[config.mk]
export PLATFORM = sky130hd
export DESIGN_NAME = cpu_record_decoder
export DESIGN_NICKNAME = d
export VERILOG_FILES = /design/src/rtl/cpu_record_decoder.sv
export SDC_FILE = /design/constraint.sdc
export NUM_CORES = 1
export LEC_CHECK = 0
export BUFFER_PORTS_ARGS = -buffer_cell sky130_fd_sc_hd__buf_2
export CORE_MARGIN = 2
export CORE_UTILIZATION = 64
export CTS_CLUSTER_DIAMETER = 40
export CTS_CLUSTER_SIZE = 16
export DETAILED_ROUTE_END_ITERATION = 10
export PLACE_DENSITY = 0.92
export SYNTH_ARGS = -nofsm -noshare
export SYNTH_HDL_FRONTEND = slang
export SYNTH_SLANG_ARGS = --single-unit
export TNS_END_PERCENT = 50
[constraint.sdc]
create_clock -name clk -period 12.54 [get_ports clk]
set_clock_uncertainty 0.2 [all_clocks]
set_input_delay 1.254 -clock clk [delete_from_list [all_inputs] [get_ports clk]]
set_output_delay 1.254 -clock clk [all_outputs]
set_load 0.005 [all_outputs]
[src/rtl/cpu_record_decoder.sv]
// Extracts time, PC, destination and data fields from the trace character stream.
// Optional alignment flag on rec_misalign is compiled in with CPU_REC_ALIGN_CHECK_EN.
module cpu_record_decoder (
  input  logic        clk,
  input  logic        reset,
  input  logic [7:0]  char,
  input  logic [1:0]  format_type,
  output logic        rec_valid,
  output logic [1:0]  rec_type,
  output logic [13:0] rec_time,
  output logic [31:0] rec_pc,
  output logic [31:0] rec_dst,
  output logic [31:0] rec_data,
  output logic [15:0] rec_count,
  output logic        rec_misalign
);

  localparam int unsigned TIME_W  = 14;
  localparam int unsigned WORD_W  = 32;
  localparam int unsigned COUNT_W = 16;

  typedef enum logic [3:0] {
    S_IDLE, S_TIME, S_PC, S_SEP, S_REG, S_ADDR, S_ARROW, S_DATA, S_DONE
  } state_t;

  state_t              r_state, w_state_nxt;
  logic [TIME_W-1:0]   r_acc_time, w_time_nxt;
  logic [WORD_W-1:0]   r_acc_pc, w_pc_nxt;
  logic [WORD_W-1:0]   r_acc_dst, w_dst_nxt;
  logic [WORD_W-1:0]   r_acc_data, w_data_nxt;
  logic                r_data_seen, w_seen_nxt;

  logic                r_valid;
  logic [1:0]          r_type;
  logic [TIME_W-1:0]   r_time;
  logic [WORD_W-1:0]   r_pc, r_dst, r_data;
  logic [COUNT_W-1:0]  r_count;

  logic                w_is_dig, w_is_hex, w_rec_done;
  logic [3:0]          w_nib;
  logic [TIME_W-1:0]   w_time_mac;
  logic [WORD_W-1:0]   w_dst_mac;

  // Character classification: decimal digits and lowercase hex only
  assign w_is_dig   = (char >= "0") && (char <= "9");
  assign w_is_hex   = w_is_dig || ((char >= "a") && (char <= "f"));
  assign w_nib      = w_is_dig ? char[3:0] : (char[3:0] + 4'd9);
  assign w_rec_done = (format_type == 2'b01) || (format_type == 2'b10);

  // acc*10 + d as shift-add, wrapping at the accumulator width
  assign w_time_mac = {r_acc_time[TIME_W-4:0], 3'b000} + {r_acc_time[TIME_W-2:0], 1'b0}
                    + {{(TIME_W-4){1'b0}}, w_nib};
  assign w_dst_mac  = {r_acc_dst[WORD_W-4:0], 3'b000} + {r_acc_dst[WORD_W-2:0], 1'b0}
                    + {{(WORD_W-4){1'b0}}, w_nib};

  always_ff @(posedge clk) begin
    if (!reset) begin
      r_state     <= S_IDLE;
      r_acc_time  <= '0;
      r_acc_pc    <= '0;
      r_acc_dst   <= '0;
      r_acc_data  <= '0;
      r_data_seen <= 1'b0;
    end else begin
      r_state     <= w_state_nxt;
      r_acc_time  <= w_time_nxt;
      r_acc_pc    <= w_pc_nxt;
      r_acc_dst   <= w_dst_nxt;
      r_acc_data  <= w_data_nxt;
      r_data_seen <= w_seen_nxt;
    end
  end

  always_comb begin
    w_state_nxt = S_IDLE;
    w_time_nxt  = r_acc_time;
    w_pc_nxt    = r_acc_pc;
    w_dst_nxt   = r_acc_dst;
    w_data_nxt  = r_acc_data;
    w_seen_nxt  = r_data_seen;
    if (char == "^") begin
      w_state_nxt = S_TIME;
      w_time_nxt  = '0;
      w_pc_nxt    = '0;
      w_dst_nxt   = '0;
      w_data_nxt  = '0;
      w_seen_nxt  = 1'b0;
    end else begin
      case (r_state)
        S_TIME: begin
          if (w_is_dig) begin
            w_time_nxt  = w_time_mac;
            w_state_nxt = S_TIME;
          end else if (char == "@") w_state_nxt = S_PC;
        end
        S_PC: begin
          if (w_is_hex) begin
            w_pc_nxt    = {r_acc_pc[WORD_W-5:0], w_nib};
            w_state_nxt = S_PC;
          end else if (char == ":") w_state_nxt = S_SEP;
        end
        S_SEP: begin
          if (char == " ")      w_state_nxt = S_SEP;
          else if (char == "$") w_state_nxt = S_REG;
          else if (char == "*") w_state_nxt = S_ADDR;
        end
        S_REG: begin
          if (w_is_dig) begin
            w_dst_nxt   = w_dst_mac;
            w_state_nxt = S_REG;
          end else if ((char == " ") || (char == "<")) w_state_nxt = S_ARROW;
        end
        S_ADDR: begin
          if (w_is_hex) begin
            w_dst_nxt   = {r_acc_dst[WORD_W-5:0], w_nib};
            w_state_nxt = S_ADDR;
          end else if ((char == " ") || (char == "<")) w_state_nxt = S_ARROW;
        end
        S_ARROW: begin
          if ((char == " ") || (char == "<")) w_state_nxt = S_ARROW;
          else if (char == "=")               w_state_nxt = S_DATA;
        end
        S_DATA: begin
          // Leading blanks are allowed only before the first data digit
          if ((char == " ") && !r_data_seen) w_state_nxt = S_DATA;
          else if (w_is_hex) begin
            w_data_nxt  = {r_acc_data[WORD_W-5:0], w_nib};
            w_seen_nxt  = 1'b1;
            w_state_nxt = S_DATA;
          end else if (char == "#") w_state_nxt = S_DONE;
        end
        default: w_state_nxt = S_IDLE;
      endcase
    end
  end

  // Record capture, qualified solely by the checker's verdict
  always_ff @(posedge clk) begin
    if (!reset) begin
      r_valid <= 1'b0;
      r_type  <= '0;
      r_time  <= '0;
      r_pc    <= '0;
      r_dst   <= '0;
      r_data  <= '0;
      r_count <= '0;
    end else if (w_rec_done) begin
      r_valid <= 1'b1;
      r_type  <= format_type;
      r_time  <= r_acc_time;
      r_pc    <= r_acc_pc;
      r_dst   <= r_acc_dst;
      r_data  <= r_acc_data;
      if (r_count != {COUNT_W{1'b1}}) r_count <= r_count + COUNT_W'(1);
    end else begin
      r_valid <= 1'b0;
    end
  end

`ifdef CPU_REC_ALIGN_CHECK_EN
  logic r_misalign;

  always_ff @(posedge clk) begin
    if (!reset)          r_misalign <= 1'b0;
    else if (w_rec_done) r_misalign <= (r_acc_pc[1:0] != 2'b00) ||
                                       ((format_type == 2'b10) && (r_acc_dst[1:0] != 2'b00));
  end

  assign rec_misalign = r_misalign;
`else
  assign rec_misalign = 1'b0;
`endif

  assign rec_valid = r_valid;
  assign rec_type  = r_type;
  assign rec_time  = r_time;
  assign rec_pc    = r_pc;
  assign rec_dst   = r_dst;
  assign rec_data  = r_data;
  assign rec_count = r_count;

endmodule

==> flow_metrics.py <==
metrics = {
    "outcome": {
        "status": "complete, no violations",
    },
    "drt": {
        "wl_per_cell_um": 16.95,
        "wl_um": 32100,
        "viasPerCell": 6.024,
        "firstDrtPassIters": 5,
        "vias": 11410,
        "ant_nets": 0,
        "drt_iter0_drc": 958,
        "drc": 0,
    },
    "die": {
        "fp-row-count": 50,
        "die_w_um": 142.9,
        "design.portCount": 142,
        "initial_utilization_pct": 65.55,
        "die_h_um": 142.9,
        "core_sq_mm": 0.01883,
        "die_area_sq_mm": 0.02041,
    },
    "logic_synthesis": {
        "syn-cell-area_sq_mm": 0.01234,
        "yosysTopAreaCell": "dfxtp_1",
        "ys_seq_area_share_pct": 39.57,
        "synth_cell_types": 77,
        "synth_cells": 1525,
        "ys_async_sr_fraction_pct": 0,
        "avgSynthCellArea_sq_um": 8.095,
        "ys_ff_latch": 244,
        "synth_top_area_share_pct": 39.57,
        "yosys-top-cells-area": "dfxtp_1 40%, nand2_1 12%, ha_1 8.7%, a21boi_0 6.9%, a21oi_1 5.3%",
        "syn-num-nets": 1627,
        "synth_edf_count": 0,
        "ys_warn_count": 0,
        "synthFlopType": "dfxtp_1",
    },
    "cells_and_area": {
        "final_util_pct": 74.77,
        "final_nets": 1714,
        "final_cell_mix": "407 x nand2_1, 244 x dfxtp_1, 139 x buf_2",
        "synthToLayoutAreaGrowth_pct": 14.06,
        "layout_commonest_cell": "nand2_1",
        "diodes": 0,
        "drive_above_1_share_pct": 13.34,
    },
    "sta": {
        "finalCriticalPeriod_ns": 5.816,
        "slew_headroom_pct": 19.90,
        "max_clock_freq_mhz": 171.9,
        "hold_viol": 0,
        "finalSetupViolCount": 0,
        "hold_ws_ns": 0.2568,
        "slew_violations": 0,
        "tns_ns": 0,
        "rsz0062_at_grt": "no",
        "fin_ws_ns": 6.724,
        "worst_slew_pin_slew_ns": 1.201,
        "fin_crit_sh_pct": 46.38,
    },
    "setup_path": {
        "cp-start-kind": "primary input",
        "arrival_ns": 6.01,
        "critPathBufInv": 3,
        "cp_max_fo": 12,
        "required_ns": 12.73,
        "cpMaxStageDelayCell": "a211oi_2",
        "cp-end-kind": "flip-flop",
        "cp_top_family": "compound AO/OA/AOI/OAI gates",
        "rr_worst_depth": 11,
        "worstPathCellList": "buf_2 > inv_1 > ha_1 > o21bai_1 > a211oi_2 > nor2_1 > xnor2_1 > inv_1 > fa_1 > ha_1 > a21o_1 > a21o_1 > a2111oi_1 > nor4_1 > or4_1 > nand3_1 > a21oi_1",
        "path_class": "primary input to flip-flop",
        "worst-path-stages": 17,
        "max_stage_delay_ns": 0.76,
    },
    "clock_network": {
        "worstSkewPairLatency_ns": 0.55,
        "cts.clk_slew.worst_paths_ns": 0.06,
        "cts.repair.resized": 0,
        "clock_path_buffers": 3,
        "post_cts_buffers": 0,
        "cts.sinks": 244,
        "cts_buffers": 28,
        "holdBufCountCts": 0,
        "cts_tree": "done",
        "cts_root_buf": "clkbuf_16",
        "htreeDepth": 1,
    },
    "hold_path": {
        "min_path_type": "flip-flop to flip-flop",
        "hold_depth": 2,
    },
    "global_routing": {
        "antenna_found_initial": 0,
        "grt_max_degree": 112,
        "grt_first_pass_wirelength_um": 51870,
        "first_global_vias": 10880,
        "grtUsageTotal_pct": 30.59,
        "grt_overflow_total": 0,
    },
    "placement": {
        "place.gp.congestion": 0.9245,
        "io_buffers": 140,
        "dp_hpwl_um": 21060,
        "dpl_worst_slack_ns": 6.300,
    },
    "power": {
        "power.total_mw": 1.679,
        "p_leak_nw": 5.798,
        "p_per_area_mw_per_mm2": 119.3,
        "ir_worst_vdd_uv": 96.82,
    },
    "job": {
        "drv_cap": 0,
    },
}
-- cell type report --
| class | count | area, sq um |
|---|---|---|
| Sequential cell | 244 | 4885 |
| Fill cell | 1283 | 4751 |
| Inverter | 29 | 108.9 |
| Clock buffer | 35 | 747.0 |
| Tap cell | 260 | 325.3 |
| Clock inverter | 17 | 226.5 |
| Multi-Input combinational cell | 1159 | 7009 |
| Timing Repair Buffer | 150 | 778.2 |
-- registers in the layout, summed over array words and instances, names as in the netlist --
name	count
r_acc_pc	32
r_acc_dst	32
rec_count	16
r_acc_data	32
rec_dst	32
r_acc_time	14
r_state	4
rec_pc	32
rec_type	2
rec_valid	1
rec_data	32
r_data_seen	1
rec_time	14
-- power by group --
part | switching (mW) | internal, mW
Sequential | 0.00184 | 0.777
Clock | 0.351 | 0.480
Combinational | 0.0526 | 0.0171
-- synthesized netlist by cell type (all sizes together), types with 20 or more instances --
library cell and number:
clkbuf 68, inv 29, ha 86, a21oi 131, o21ai 40, xnor2 28, nand2 409, xor2 20
dfxtp 244, a21boi 113, nor2 55, buf 25, nand3 30
-- layer usage --
| metal | wire length, um | global-route usage, % | vias to the layer above |
|---|---|---|---|
| met5 | 0 | 0 | - |
| met4 | 1071 | 12.40 | 0 |
| met3 | 1960 | 4.460 | 84 |
| met2 | 16020 | 54.91 | 429 |
| met1 | 13050 | 36.72 | 5432 |
| li1 | - | - | 5465 |
-- cells by family after synthesis --
kind of cell	share of synthesized area [%]
compound gates	21.53
xor+xnor	3.406
fa+ha+maj	9.447
buf+inv	4.004
flops	39.57
mux	0.3244
other cells	0.03038
simple gates	21.69
-- final timing paths --
path / start / endpoint / slack (ns)
worst min register to register: rec_pc[25] / rec_pc[25] / 0.26
worst max-delay path: char[1] / r_acc_time[13] / 6.72
worst max register to register: r_acc_dst[0] / r_acc_dst[31] / 8.90
worst min-delay path: rec_pc[25] / rec_pc[25] / 0.26
-- through the flow --
stage | std cells | area [sq um]
final | 1894 | 14080
after global routing | 1894 | 14080
after floorplan | 1525 | 12340
after CTS | 1894 | 14080
after global placement | 1842 | 13110
after detailed placement | 1842 | 13110
-- tightest hold or removal path: stages, from the launching register on --
cell,delay (ns)
dfxtp_1,0.31
nand2_1,0.04
a21boi_0,0.06
No activity file was read; power rests on OpenSTA's default activity.
